**src/rtl/uart_baud_mgr.sv**
```systemverilog
`default_nettype none
// ============================================================================
// Module   : uart_baud_mgr
// Brief    : Chooses manual or auto-detected baud, runs detection attempts with
//            a watchdog and bounded retries, and re-arms on lost lock.
//            Optional macro UART_BAUD_MGR_SANITY_EN rejects det_baud_16x < 2.
// Revision : 1.0 - initial release
// ============================================================================
module uart_baud_mgr #(
  parameter int               TMO_W     = 24,
  parameter logic [TMO_W-1:0] TMO_VAL   = 24'hFF_FFFF,
  parameter int               ERR_THR   = 4,
  parameter int               RETRY_MAX = 7,
  parameter int               CLR_CYC   = 4
) (
  input  logic        mclk,
  input  logic        reset,
  input  logic        cfg_auto_en,
  input  logic [11:0] cfg_baud_16x,
  input  logic        cfg_tx_en,
  input  logic        cfg_rx_en,
  input  logic        cfg_restart,
  input  logic [11:0] det_baud_16x,
  input  logic        det_done,
  output logic        det_arm,
  output logic        det_clr,
  input  logic        rx_frm_err,
  input  logic        rx_byte_ok,
  output logic [11:0] baud_16x,
  output logic        tx_enb,
  output logic        rx_enb,
  output logic        sts_locked,
  output logic        sts_fail,
  output logic [3:0]  sts_retry_cnt
);

  localparam int             ERR_W     = $clog2(ERR_THR + 1);
  localparam int             CLR_W     = $clog2(CLR_CYC + 1);
  localparam logic [ERR_W-1:0] ERR_LAST  = ERR_W'(ERR_THR - 1);
  localparam logic [CLR_W-1:0] CLR_LAST  = CLR_W'(CLR_CYC - 1);
  localparam logic [3:0]       RETRY_LIM = 4'(RETRY_MAX);

  typedef enum logic [2:0] {
    ST_IDLE      = 3'd0,
    ST_MANUAL    = 3'd1,
    ST_CLEAR     = 3'd2,
    ST_ARM       = 3'd3,
    ST_WAIT_LOCK = 3'd4,
    ST_LOCKED    = 3'd5,
    ST_FAIL      = 3'd6
  } state_t;

  state_t           r_state;
  logic [TMO_W-1:0] r_wdog;
  logic [ERR_W-1:0] r_err_cnt;
  logic [CLR_W-1:0] r_clr_cnt;

  logic             w_det_ok;
  logic             w_timeout;
  logic [3:0]       w_retry_next;

`ifdef UART_BAUD_MGR_SANITY_EN
  assign w_det_ok = det_done && (det_baud_16x >= 12'd2);
`else
  assign w_det_ok = det_done;
`endif

  assign w_timeout    = (r_wdog == TMO_VAL);
  assign w_retry_next = (sts_retry_cnt == 4'hF) ? 4'hF : sts_retry_cnt + 4'd1;

  always_ff @(posedge mclk) begin
    if (reset) begin
      r_state       <= ST_IDLE;
      baud_16x      <= 12'd0;
      tx_enb        <= 1'b0;
      rx_enb        <= 1'b0;
      det_arm       <= 1'b0;
      det_clr       <= 1'b1;
      sts_locked    <= 1'b0;
      sts_fail      <= 1'b0;
      sts_retry_cnt <= 4'd0;
      r_wdog        <= '0;
      r_err_cnt     <= '0;
      r_clr_cnt     <= '0;
    end else if (!cfg_auto_en) begin
      r_state       <= ST_MANUAL;
      baud_16x      <= cfg_baud_16x;
      tx_enb        <= cfg_tx_en;
      rx_enb        <= cfg_rx_en;
      det_arm       <= 1'b0;
      det_clr       <= 1'b1;
      sts_locked    <= 1'b0;
      sts_fail      <= 1'b0;
      sts_retry_cnt <= 4'd0;
      r_err_cnt     <= '0;
    end else if (cfg_restart) begin
      r_state       <= ST_CLEAR;
      r_clr_cnt     <= '0;
      r_wdog        <= '0;
      r_err_cnt     <= '0;
      tx_enb        <= 1'b0;
      rx_enb        <= 1'b0;
      det_arm       <= 1'b0;
      det_clr       <= 1'b1;
      sts_locked    <= 1'b0;
      sts_fail      <= 1'b0;
      sts_retry_cnt <= 4'd0;
    end else begin
      case (r_state)
        ST_IDLE, ST_MANUAL: begin
          r_state   <= ST_CLEAR;
          r_clr_cnt <= '0;
          r_wdog    <= '0;
          tx_enb    <= 1'b0;
          rx_enb    <= 1'b0;
          det_arm   <= 1'b0;
          det_clr   <= 1'b1;
        end
        ST_CLEAR: begin
          tx_enb <= 1'b0;
          rx_enb <= 1'b0;
          r_wdog <= '0;
          if (r_clr_cnt == CLR_LAST) begin
            r_state <= ST_ARM;
            det_clr <= 1'b0;
            det_arm <= 1'b1;
          end else begin
            r_clr_cnt <= r_clr_cnt + CLR_W'(1);
          end
        end
        ST_ARM: begin
          r_state <= ST_WAIT_LOCK;
        end
        ST_WAIT_LOCK: begin
          if (w_det_ok) begin
            r_state       <= ST_LOCKED;
            baud_16x      <= det_baud_16x;
            tx_enb        <= 1'b1;
            rx_enb        <= 1'b1;
            sts_locked    <= 1'b1;
            sts_retry_cnt <= 4'd0;
            r_err_cnt     <= '0;
          end else if (det_done || w_timeout) begin
            // A rejected result costs a retry exactly like a watchdog expiry
            sts_retry_cnt <= w_retry_next;
            det_arm       <= 1'b0;
            det_clr       <= 1'b1;
            if (w_retry_next > RETRY_LIM) begin
              r_state  <= ST_FAIL;
              sts_fail <= 1'b1;
            end else begin
              r_state   <= ST_CLEAR;
              r_clr_cnt <= '0;
              r_wdog    <= '0;
            end
          end else begin
            r_wdog <= r_wdog + TMO_W'(1);
          end
        end
        ST_LOCKED: begin
          if (rx_byte_ok) begin
            r_err_cnt <= '0;
          end else if (rx_frm_err) begin
            if (r_err_cnt == ERR_LAST) begin
              r_state    <= ST_CLEAR;
              r_clr_cnt  <= '0;
              r_wdog     <= '0;
              r_err_cnt  <= '0;
              sts_locked <= 1'b0;
              tx_enb     <= 1'b0;
              rx_enb     <= 1'b0;
              det_arm    <= 1'b0;
              det_clr    <= 1'b1;
            end else begin
              r_err_cnt <= r_err_cnt + ERR_W'(1);
            end
          end
        end
        ST_FAIL: begin
          tx_enb <= 1'b0;
          rx_enb <= 1'b0;
        end
        default: r_state <= ST_IDLE;
      endcase
    end
  end

endmodule
`default_nettype wire
```
**config.mk**
```make
export PLATFORM = sky130hd
export DESIGN_NAME = uart_baud_mgr
export DESIGN_NICKNAME = d
export VERILOG_FILES = /design/src/rtl/uart_baud_mgr.sv
export SDC_FILE = /design/constraint.sdc
export NUM_CORES = 1
export LEC_CHECK = 0
export ABC_CLOCK_PERIOD_IN_PS = 5950
export CAP_MARGIN = 20
export CORE_MARGIN = 2
export CORE_UTILIZATION = 50
export CTS_BUF_LIST = sky130_fd_sc_hd__clkbuf_8
export CTS_CLUSTER_DIAMETER = 50
export DETAILED_ROUTE_END_ITERATION = 8
export PLACE_DENSITY = 0.86
export SYNTH_ARGS = -nofsm -noshare
export SYNTH_HDL_FRONTEND = slang
export SYNTH_SLANG_ARGS = --single-unit
```
**constraint.sdc**
```tcl
create_clock -name mclk -period 5.95 [get_ports mclk]
set_input_delay 0.595 -clock mclk [delete_from_list [all_inputs] [get_ports mclk]]
set_output_delay 0.595 -clock mclk [all_outputs]
set_load 0.02 [all_outputs]
```
==> flow_metrics.py <==
metrics = {
    "run_status": {
        "outcome": "finished, final reports clean",
    },
    "placed_design": {
        "port_buffers": 54,
        "place.gp.congestion": 0.825,
        "dp_hpwl_mm": 5.07,
        "place_ws_ns": 2.68,
        "dp.cells": 478,
    },
    "clock_network": {
        "cts_max_path_buffers": 2,
        "ctsHoldBuffers": 0,
        "cts_tree": "built",
        "post-cts-setup-buffers": 0,
        "clkTransAtPathRegs_ns": 0.10,
        "htreeDepth": 2,
        "cts-resized-gates": 0,
        "cts_made_buffers": 5,
        "clock-sinks": 55,
        "clock_latency_ns": 0.31,
        "root_buffer": "clkbuf_8",
    },
    "layout": {
        "final_common_cell": "dfxtp_1",
        "fin_nets": 448,
        "most-common-layout-cells": "dfxtp_1 (55), clkdlybuf4s50_1 (54), nand2_1 (35)",
        "multi_input_area_um2": 1750,
        "diodes": 0,
        "fin_util_pct": 62.4,
        "drive_gt1_share_pct": 4.62,
        "syn2layout_area_growth_pct": 21.7,
        "finalNonFillerCells": 486,
        "seq_area_um2": 1100,
        "fillers": 517,
    },
    "yosys": {
        "synth-seq-area-share_pct": 36.5,
        "postSynth.asyncResetShare_pct": 0,
        "synth_area_leaders": "dfxtp_1 (37%), a21oi_1 (5.5%), nand3_1 (4.5%)",
        "ys_ff_latch": 55,
        "synth_top_area_share_pct": 36.5,
        "syn_nets": 409,
        "synth_cells": 371,
        "synth-edff-count": 0,
        "avgSynthCellArea_um2": 8.13,
        "yosys_warnings": 0,
        "synthFlopType": "dfxtp_1",
        "ys_types": 51,
        "syn_area_um2": 3020,
        "yosys.area.top_type": "dfxtp_1",
    },
    "setup_path": {
        "critPathKind": "in2reg",
        "critical_path_peak_fanout": 45,
        "crit_arrival_ns": 3.22,
        "cp-start-kind": "input pin",
        "critPathRequiredTime_ns": 6.20,
        "end_kind": "flop",
    },
    "global_route": {
        "grt_usage_pct": 22.5,
        "overflow": 0,
        "first_global_vias": 2707,
        "grt_pass1_wl_mm": 12.1,
        "grt_start_max_net_pins": 47,
        "grt_antenna_before_repair": 0,
    },
    "detailed_routing": {
        "drtAntennaViolNets": 0,
        "drc": 0,
        "wirelength_mm": 7.29,
        "wl_per_cell_um": 15.0,
        "vias_per_cell": 6.21,
        "dr.pass1.iters": 4,
        "drt_iter0_drc": 265,
        "via_count": 3020,
    },
    "die": {
        "io_pins": 55,
        "core_um2": 5890,
        "die_w_um": 81.7,
        "die_h_um": 81.7,
        "fp.dieArea_um2": 6670,
        "start_util_pct": 51.2,
        "row_count": 28,
    },
    "min_path": {
        "hold_class": "reg2reg",
    },
    "pwr": {
        "finalPower_uw": 728,
        "p_int_uw": 555,
        "clkPwrFrac_pct": 35.6,
        "leakage_uw": 0.00117,
        "peakVddDrop_mv": 0.119,
        "combPwrFrac_pct": 11.7,
        "p_seq_share_pct": 52.7,
        "p_sw_share_pct": 23.9,
        "p_sw_uw": 174,
        "p_per_area_nw_per_um2": 198,
    },
    "sta": {
        "period_minus_slack_ns": 2.97,
        "worst_slack_ns": 2.98,
        "max_freq_ghz": 0.337,
        "relSlewSlack_pct": 31.8,
        "drv_slew": 0,
        "finalCritPeriodShare_pct": 49.9,
        "hold_violations": 0,
        "finalSetupViolCount": 0,
        "setup-tns-final_ns": 0,
        "tightest_slew_ns": 1.02,
        "finClkSkew_ns": 0.00677,
        "grt_setup_unrepaired": "false",
    },
    "run": {
        "maxCapViolCount": 0,
    },
}
==> critical path, stage by stage <==
cell and delay, ns:
clkdlybuf4s50_1 0.83, nand2_1 0.62, nand3_1 0.14, buf_4 0.32, or4_1 0.53, a21oi_1 0.17
==> Yosys cell counts, types with 5 or more instances <==
master,count
nand2_1,35
inv_1,13
o41ai_1,6
a311oi_1,12
nand3_1,27
nand3b_1,5
dfxtp_1,55
and4_1,5
or3_1,7
nand4_1,10
a21oi_1,33
nor2_1,33
o31ai_1,14
nand2b_1,7
or4_1,15
and3_1,5
ha_1,5
clkbuf_1,20
==> final timing paths <==
kind	to	slack (ns)	cells past startpoint	start
worst max-delay path	r_wdog[22]$_SDFFE_PP0P_	2.98	6	det_done
worst min register to register	r_err_cnt[2]$_SDFFE_PP0P_	0.48	2	r_err_cnt[2]$_SDFFE_PP0P_
worst min-delay path	r_err_cnt[2]$_SDFFE_PP0P_	0.48	2	r_err_cnt[2]$_SDFFE_PP0P_
worst max register to register	r_wdog[22]$_SDFFE_PP0P_	3.37	7	r_state[0]$_SDFFE_PP0P_
==> metrics by stage <==
stage	hold slack, ns	area [um2]
after floorplan	0.438	3020
after global placement	0.435	3550
after detailed placement	0.465	3550
after CTS	0.482	3670
after global routing	0.503	3670
final	0.478	3670
==> layer usage <==
metal  vias to the layer above  wire [um]  global-route usage, %
met3                         9        332                   3.85
met1                      1429       3370                   30.1
met2                        75       3490                   37.1
met4                         0         97                   7.17
met5                         -          0                      0
li1                       1507          -                      -
==> power by group through the flow <==
stage	Clock (uW)	Sequential [uW]	Combinational, uW
floorplan	0	397	37.4
global placement	0	392	83.3
detailed placement	0	392	85.0
CTS	265	383	85.2
global route	275	385	92.3
finish	259	384	85.3
==> flip-flops by register name (all words and copies together) (netlist names) <==
name,flops
r_state,3
baud_16x,12
det_clr,1
sts_retry_cnt,4
tx_enb,1
r_clr_cnt,3
sts_fail,1
det_arm,1
rx_enb,1
sts_locked,1
r_wdog,24
r_err_cnt,3
==> area by class of cell <==
type	count	share of cell area [%]
Timing Repair Buffer	57	15.3
Sequential cell	55	30.0
Inverter	13	1.33
Multi-Input combinational cell	278	47.6
Clock inverter	2	0.954
Tap cell	75	2.56
Clock buffer	6	2.25
==> logic make-up (layout without fill, tap and decap cells) <==
logic type / after synthesis / after routing / share of synthesized area (%)
adder cells (fa/ha/maj): 5 / 5 / 2.07
multiplexers: 3 / 3 / 0.996
flip-flops: 55 / 55 / 36.5
AO/OA/AOI/OAI: 100 / 100 / 23.2
buffers and inverters: 38 / 78 / 5.56
AND/OR/NAND/NOR: 170 / 170 / 31.7
Power figures use the tool's default switching activity.
